<file path="src/rtl/traffic_pkg.sv">
// Shared traffic-light state encodings and phase ordering helper.
// Also imported by the lamp decoder so codes never diverge.
package traffic_pkg;

  localparam logic [1:0] ST_RED    = 2'b00;
  localparam logic [1:0] ST_GREEN  = 2'b01;
  localparam logic [1:0] ST_YELLOW = 2'b10;
  localparam logic [1:0] ST_FAULT  = 2'b11;

  typedef enum logic [1:0] {
    S_RED    = ST_RED,
    S_GREEN  = ST_GREEN,
    S_YELLOW = ST_YELLOW,
    S_FAULT  = ST_FAULT
  } tl_state_e;

  // Normal rotation; FAULT always recovers through RED.
  function automatic tl_state_e next_phase(
    input tl_state_e s
  );
    tl_state_e n;
    unique case (s)
      S_RED:    n = S_GREEN;
      S_GREEN:  n = S_YELLOW;
      S_YELLOW: n = S_RED;
      default:  n = S_RED;
    endcase
    return n;
  endfunction

endpackage

</file>
<file path="src/rtl/phase_timer.sv">
// Down-counter holding strobes left in the current phase.
// Load wins over decrement; the count never wraps below zero.
module phase_timer #(
  parameter int unsigned CNT_W   = 4,
  parameter int unsigned RST_VAL = 0
) (
  input  logic             clk,
  input  logic             rst,
  input  logic             load_i,
  input  logic [CNT_W-1:0] load_val_i,
  input  logic             dec_i,
  output logic [CNT_W-1:0] cnt_o,
  output logic             zero_o
);

  logic [CNT_W-1:0] cnt_q;
  logic [CNT_W-1:0] cnt_d;

  always_comb begin
    cnt_d = cnt_q;
    if (load_i) begin
      cnt_d = load_val_i;
    end else if (dec_i && (cnt_q != '0)) begin
      cnt_d = cnt_q - 1'b1;
    end
  end

  always_ff @(posedge clk) begin
    if (rst) begin
      cnt_q <= CNT_W'(RST_VAL);
    end else begin
      cnt_q <= cnt_d;
    end
  end

  assign cnt_o  = cnt_q;
  assign zero_o = (cnt_q == '0);

endmodule

</file>
<file path="src/rtl/traffic_state_sequencer.sv">
// Timed RED/GREEN/YELLOW sequencer with pedestrian shortening
// and a forced FAULT code; all outputs registered.
module traffic_state_sequencer
  import traffic_pkg::*;
#(
  parameter int unsigned RED_TICKS       = 8,
  parameter int unsigned GREEN_TICKS     = 12,
  parameter int unsigned YELLOW_TICKS    = 3,
  parameter int unsigned MIN_GREEN_TICKS = 4,
  parameter int unsigned CNT_W           = 4
) (
  input  logic             clk,
  input  logic             rst,
  input  logic             tick_en,
  input  logic             enable,
  input  logic             ped_req,
  input  logic             fault_in,
  input  logic             fault_clr,
  output logic [1:0]       state,
  output logic [CNT_W-1:0] remaining,
  output logic             phase_done,
  output logic             ped_ack
);

  localparam logic [CNT_W-1:0] RED_LD = CNT_W'(RED_TICKS - 1);
  localparam logic [CNT_W-1:0] GRN_LD = CNT_W'(GREEN_TICKS - 1);
  localparam logic [CNT_W-1:0] YEL_LD = CNT_W'(YELLOW_TICKS - 1);
  localparam logic [CNT_W-1:0] MIN_LD = CNT_W'(MIN_GREEN_TICKS - 1);

  function automatic logic [CNT_W-1:0] reload_val(
    input tl_state_e s
  );
    logic [CNT_W-1:0] v;
    unique case (s)
      S_RED:    v = RED_LD;
      S_GREEN:  v = GRN_LD;
      S_YELLOW: v = YEL_LD;
      default:  v = '0;
    endcase
    return v;
  endfunction

  tl_state_e        state_q, state_d;
  logic [CNT_W-1:0] ge_q, ge_d;
  logic             latch_q, latch_d;
  logic             pd_q, pd_d;
  logic             ack_q, ack_d;

  logic             tmr_load;
  logic [CNT_W-1:0] tmr_val;
  logic             tmr_dec;
  logic             tmr_zero;
  logic [CNT_W-1:0] tmr_cnt;

  logic strobe;
  logic early;
  logic clr_latch;

  assign strobe = enable & tick_en;
  assign early  = (state_q == S_GREEN) && latch_q
                  && (ge_q >= MIN_LD);

  always_comb begin
    state_d   = state_q;
    ge_d      = ge_q;
    pd_d      = 1'b0;
    ack_d     = 1'b0;
    clr_latch = 1'b0;
    tmr_load  = 1'b0;
    tmr_val   = RED_LD;
    tmr_dec   = 1'b0;

    if (fault_in) begin
      state_d  = S_FAULT;
      tmr_load = 1'b1;
      tmr_val  = '0;
      pd_d     = (state_q != S_FAULT);
    end else if (state_q == S_FAULT) begin
      if (fault_clr) begin
        state_d  = S_RED;
        tmr_load = 1'b1;
        tmr_val  = RED_LD;
        ge_d     = '0;
        pd_d     = 1'b1;
      end
    end else if (strobe) begin
      if (early || tmr_zero) begin
        state_d  = early ? S_YELLOW
                         : next_phase(state_q);
        tmr_load = 1'b1;
        tmr_val  = reload_val(state_d);
        ge_d     = '0;
        pd_d     = 1'b1;
        // Only the YELLOW->RED edge acknowledges a served request.
        if (state_q == S_YELLOW) begin
          ack_d     = latch_q;
          clr_latch = latch_q;
        end
      end else begin
        tmr_dec = 1'b1;
        if (state_q == S_GREEN) begin
          ge_d = ge_q + 1'b1;
        end
      end
    end

    // A request landing on the ack edge is kept for the next GREEN.
    latch_d = ped_req | (latch_q & ~clr_latch);
  end

  always_ff @(posedge clk) begin
    if (rst) begin
      state_q <= S_RED;
      ge_q    <= '0;
      latch_q <= 1'b0;
      pd_q    <= 1'b0;
      ack_q   <= 1'b0;
    end else begin
      state_q <= state_d;
      ge_q    <= ge_d;
      latch_q <= latch_d;
      pd_q    <= pd_d;
      ack_q   <= ack_d;
    end
  end

  phase_timer #(
    .CNT_W  (CNT_W),
    .RST_VAL(RED_TICKS - 1)
  ) u_timer (
    .clk       (clk),
    .rst       (rst),
    .load_i    (tmr_load),
    .load_val_i(tmr_val),
    .dec_i     (tmr_dec),
    .cnt_o     (tmr_cnt),
    .zero_o    (tmr_zero)
  );

  assign state      = state_q;
  assign remaining  = tmr_cnt;
  assign phase_done = pd_q;
  assign ped_ack    = ack_q;

endmodule
</file>
<file path="config.mk">
export PLATFORM = sky130hd
export DESIGN_NAME = traffic_state_sequencer
export DESIGN_NICKNAME = d
export VERILOG_FILES = /design/src/rtl/traffic_pkg.sv /design/src/rtl/phase_timer.sv /design/src/rtl/traffic_state_sequencer.sv
export SDC_FILE = /design/constraint.sdc
export NUM_CORES = 1
export LEC_CHECK = 0
export CAP_MARGIN = 10
export CORE_MARGIN = 2
export CORE_UTILIZATION = 50
export DETAILED_ROUTE_END_ITERATION = 6
export GPL_ROUTABILITY_DRIVEN = 1
export MAX_ROUTING_LAYER = met4
export PLACE_DENSITY = 0.77
export SLEW_MARGIN = 20
export SYNTH_ARGS = -nofsm -noshare
export SYNTH_HDL_FRONTEND = slang
export SYNTH_SLANG_ARGS = --single-unit
</file>
<file path="constraint.sdc">
create_clock -name clk -period 2.07 [get_ports clk]
set_input_delay 0.414 -clock clk [delete_from_list [all_inputs] [get_ports clk]]
set_output_delay 0.414 -clock clk [all_outputs]
set_load 0.02 [all_outputs]
</file>
# ---- Word-level counts from Yosys, hierarchy flattened
# Cells that the tools add are included.
dict set report op_classes {
  n_addsub 2
  n_mul 0
  div 0
  n_lt_le_gt_ge 1
  n_eq_ne 8
  n_shift 0
  muxes 38
  bitwise_logic 5
  n_reduce_logical 15
}
# op n
set ops {}
lappend ops {{$mux W4} 11}
lappend ops {{$mux W2} 10}
lappend ops {{$mux W1} 15}
lappend ops {{$pmux W4 S3} 1}
lappend ops {{$reduce_bool A3 Y1} 3}
lappend ops {{$eq A2 B2 Y1 const B} 3}
lappend ops {{$add A4 B1 Y4 const B} 1}
lappend ops {{$eq A2 B1 Y1 const B} 2}
lappend ops {{$ge A4 B2 Y1 const B} 1}
lappend ops {{$logic_not A2 Y1} 2}
lappend ops {{$logic_not A4 Y1} 1}
lappend ops {{$ne A2 B2 Y1 const B} 2}
lappend ops {{$pmux W2 S2} 1}
lappend ops {{$reduce_and A4 Y1} 1}
lappend ops {{$reduce_bool A2 Y1} 2}
lappend ops {{$reduce_bool A4 Y1} 1}
lappend ops {{$sub A4 B1 Y4 const B} 1}
lappend ops {{$logic_and A1 B1 Y1} 3}
lappend ops {{$ne A3 B3 Y1 const B} 1}
lappend ops {{$reduce_and A3 Y1} 1}
lappend ops {{$and A1 B1 Y1} 2}
lappend ops {{$not A1 Y1} 2}
lappend ops {{$logic_or A1 B1 Y1} 1}
lappend ops {{$or A1 B1 Y1} 1}
dict set report totals {
  reg_bits 13
  latch_bits 0
  ram_bits 0
  rom_bits 0
  input_bits 7
  n_memories 0
}

# ---- Longest topological paths before layout
dict set report logic_depth {
  ltp_word 16
  ltp_mapped 6
}

# ---- Cells and area by module
# Synthesis repeated with hierarchy kept, for this count alone.
dict set report hier_totals {
  cells_unflattened 92
  hier_area_um2 810.8
}
# mod instances cells_each area_each_um2 seq_area_each_um2
set modules_own_cells {}
lappend modules_own_cells {traffic_state_sequencer 1 65 549.3 180.2}
lappend modules_own_cells {phase_timer 1 27 261.5 80.1}

# ---- Least setup slack after synthesis
# No wires, ideal clock.
dict set report synth_path {
  path_type {register to register}
  start {reg u_timer.cnt_q[0], in the netlist u_timer.cnt_o[0]}
  end {reg ge_q[0]}
  setup_ns 0.066
  arrival_ns 1.607
  required_ns 2.004
  slack_ns 0.397
  path_stages_with_launch 7
  n_path_buf 0
  synth_period_minus_slack_ns 1.673
  cell_sequence {dfxtp_1 -> inv_1 -> ha_1 -> nor3b_4 -> nor2_2 -> or4_4 -> a21oi_2}
}
dict set report synth_between {
  elab_chain_cells 5
  elab_cells_between_ends 7
  cone_classes {mux: 3; reduce/logical: 4}
}
# element line
set synth_rtl {}
lappend synth_rtl {{start: declaration} phase_timer.sv:16} ;# logic [CNT_W-1:0] cnt_q;
lappend synth_rtl {{start signal: assignment} phase_timer.sv:30} ;# cnt_q <= CNT_W'(RST_VAL);
lappend synth_rtl {{start signal: assignment} phase_timer.sv:32} ;# cnt_q <= cnt_d;
lappend synth_rtl {{$logic_not A4 Y1 (*)} phase_timer.sv:37} ;# assign zero_o = (cnt_q == '0);
lappend synth_rtl {{$logic_or A1 B1 Y1 (*)} traffic_state_sequencer.sv:87} ;# if (early || tmr_zero) begin
lappend synth_rtl {{$mux W4} traffic_state_sequencer.sv:87}
lappend synth_rtl {{$mux W4} traffic_state_sequencer.sv:86} ;# end else if (strobe) begin
lappend synth_rtl {{$mux W4} traffic_state_sequencer.sv:78} ;# end else if (state_q == S_FAULT) begin
lappend synth_rtl {{end signal: assignment} traffic_state_sequencer.sv:120} ;# ge_q <= ge_d;
lappend synth_rtl {{end: declaration} traffic_state_sequencer.sv:44} ;# logic [CNT_W-1:0] ge_q, ge_d;
# Every way passes the cells marked *; elsewhere a longest branch is shown, timed or not. The select of a mux whose other input is x is not followed.
# A chain may end at the register's enable or synchronous reset.

# ---- Worst setup path in the final report
dict set report layout_path {
  start {reg state_q[1], in the netlist state[1]}
  end {out state[1]}
}
# element line
set layout_rtl {}
lappend layout_rtl {{start: declaration} traffic_state_sequencer.sv:43} ;# tl_state_e state_q, state_d;
lappend layout_rtl {{start signal: assignment} traffic_state_sequencer.sv:119} ;# state_q <= state_d;
lappend layout_rtl {{end: declaration} traffic_state_sequencer.sv:19} ;# output logic [1:0] state,
# No word-level cell between the ends.

==> results.tsv <==
stage	metric	value	unit
route	totalWireLength	2000	um
power	leakagePower	0.382	nW
sta	fin_worst_skew	0.00765	ns
logic_synthesis	ys_seq_elements	13	
floorplan	start_util	54.0	%
global_route	grt_overflow	0	
floorplan	fp.dieW	44.6	um
clocking	cts_inserted_buffers	3	
clocking	htree_levels	1	
critical_path	endpoint_kind	output pin	
logic_synthesis	synth_edf_count	0	
critical_path	startpoint	state[1]	
critical_path	cp_slowest_cell	clkdlybuf4s50_1	
critical_path	reg2reg_slack	0.26	ns
logic_synthesis	synth.distinct_cells	44	
logic_synthesis	synth_top_area_share	31.6	%
floorplan	core_area	1520	um2
sta	fin_setup_tns	0	ns
min_path	hold-path-cell-count	2	
critical_path	crit_arrival	1.44	ns
route	vias_per_cell	6.48	
sta	rsz0062_at_grt	false	
sta	finalCritPeriodShare	89.7	%
min_path	min_to	ge_q[3]	
route	firstDrtPassIters	4	
final_layout	diodes	0	
floorplan	die-area	1990	um2
critical_path	ff2ff_path_depth	6	
clocking	clkLatencyLatePin	0.29	ns
critical_path	reg2reg_to	ge_q[1]	
logic_synthesis	ys_async_sr_fraction	0	%
critical_path	critPathMaxFanout	10	
logic_synthesis	synth.net_count	104	
clocking	cts_max_path_buffers	2	
final_layout	fill_cells	135	
critical_path	critPathBufInv	1	
critical_path	crit_chain	clkdlybuf4s50_1	
critical_path	critical_path.top_delay_family	buffers and inverters	
place	gp_congestion	0.948	
sta	period_needed	1.86	ns
route	detail_route.wl_per_cell	15.6	um
logic_synthesis	synth.area.top_cells	dfxtp_1 32%, a21oi_1 4.3%, inv_1 3.2%	
critical_path	path_class	register to output pin	
logic_synthesis	synth_flop_cell	dfxtp_1	
place	dp_hpwl	1510	um
critical_path	cpPeakStageDelay	0.66	ns
logic_synthesis	ys_warn_count	0	
logic_synthesis	synthesis.area	823	um2
critical_path	worst_ep_required_time	1.66	ns
logic_synthesis	syn_inst	95	
flow_run	maxCapViolations	0	
place	numPortBuffers	14	
final_layout	nets	122	
power	vdd.ir_drop.worst	0.333	mV
global_route	grt_pass1_vias	753	
logic_synthesis	synth_top_area_cell	dfxtp_1	
clocking	cts.sinks	13	
min_path	min-delay-start	ge_q[3]	
floorplan	fp-row-count	14	
sta	tightestPinTransition	0.431	ns
route	drt_iter0_drc	22	
logic_synthesis	syn_avg_cell_area	8.67	um2
route	via_count	829	
sta	finalHoldViolCount	0	
final_layout	drive_gt1_share	15.2	%
critical_path	startpoint_type	register	
power	p_per_area	593	nW/um2
logic_synthesis	seq_area_frac_synth	31.6	%
global_route	grt_max_degree	15	
global_route	grt_usage	23.1	%
route	ant_nets	0	
critical_path	r2r_start	u_timer.cnt_o[0]	
floorplan	ios	15	
global_route	antenna_found_initial	0	
sta	fmax	538	MHz
final_layout	syn_to_final_growth	22.6	%
floorplan	die_h	44.6	um
clocking	cts_tree	done	
route	drcViolationCount	0	
clocking	clk_pin_slew	0.08	ns
clocking	cts_setup_buffers	0	
sta	drv_slew	0	
power	power	0.000599	W
global_route	grt_pass1_wl	3170	um
status	outcome	finished clean	
min_path	holdCritPathClass	register to register	
sta	setup_violations	0	
clocking	cts_hold_buffers	0	
sta	max_slew_margin	71.1	%
clocking	root_buffer	clkbuf_4	
[final cells by class]
type                       instances  area, um2  area share, %
timing repair buffer              18        170           16.9
sequential                        13        262           25.9
inverter                           7       26.3           2.60
multi-input combinational         70        505           50.1
tap                               16       20.0           1.98
clock buffer                       4       26.3           2.60
[cell families (layout without fill, tap and decap cells)]
family / count (synthesis) / in the layout / synth area share [%]
AO/OA/AOI/OAI: 33 / 33 / 31.2
adder cells (fa/ha/maj): 2 / 2 / 3.04
buffers and inverters: 12 / 29 / 6.99
flip-flops: 13 / 13 / 31.6
multiplexers: 1 / 1 / 1.37
AND/OR/NAND/NOR: 34 / 34 / 25.8
[routing by layer]
| layer | vias to the layer above | track usage [%] | routed length (um) |
|---|---|---|---|
| met5 | - | - | 0 |
| met4 | 0 | 14.5 | 55 |
| met3 | 9 | 3.67 | 141 |
| met2 | 39 | 36.2 | 935 |
| met1 | 381 | 27.1 | 866 |
| li1 | 400 | - | - |
[cell usage after synthesis (all sizes together), types with 3 or more instances]
master and instances:
a211oi 3, a21oi 8, and2 3, buf 4, dfxtp 13, inv 7, nand2 7, nand3 5
nor2 5, o31ai 3
[registers in the layout, indices dropped and copies added (netlist names)]
signal	cells
ge_q	4
u_timer.cnt_o	4
state	2
latch_q	1
ped_ack	1
phase_done	1
[power breakdown]
part | leakage, nW | internal, W | switching [W]
combinational | 0.259 | 0.0000704 | 0.0000801
sequential | 0.107 | 0.000264 | 0.0000221
clock | 0.0150 | 0.0000750 | 0.0000870
total | 0.382 | 0.000410 | 0.000189
[layout by cell type (no fill, tap or decap), types with 3 or more instances in the layout]
master / n
a211oi_1: 3
a21oi_1: 7
buf_4: 4
clkbuf_4: 3
clkdlybuf4s50_1: 14
dfxtp_1: 12
inv_1: 7
nand2_1: 7
nand3_1: 5
nor2_1: 4
[metrics by stage]
stage                     cells  setup WS [ns]  cell area [um2]  hold slack (ns)  utilization (%)
after floorplan              95          0.397              823            0.446                -
after global placement      124          0.116              982            0.466             64.4
after detailed placement    124         0.0931              982            0.480             64.4
after CTS                   128         0.0601             1010            0.493             66.2
after global routing        128          0.119             1010            0.509             66.3
final                       128          0.212             1010            0.488             66.3
[worst max path at each step]
stage	end	slack (ns)	cells after the start
6_report	state[1]	0.21	1
5_1_grt	state[1]	0.12	1
4_1_cts	state[0]	0.06	1
3_5_place_dp	ge_q[0]	0.09	5
3_3_place_gp	ge_q[0]	0.12	5
2_1_floorplan	ge_q[0]	0.40	6
[repair_timing]
item,in CTS,in global routing
resized for setup,0,1
endpoints found under the setup margin,0,1
endpoints found under the hold margin,0,0
(Power assumes the default switching activity.)
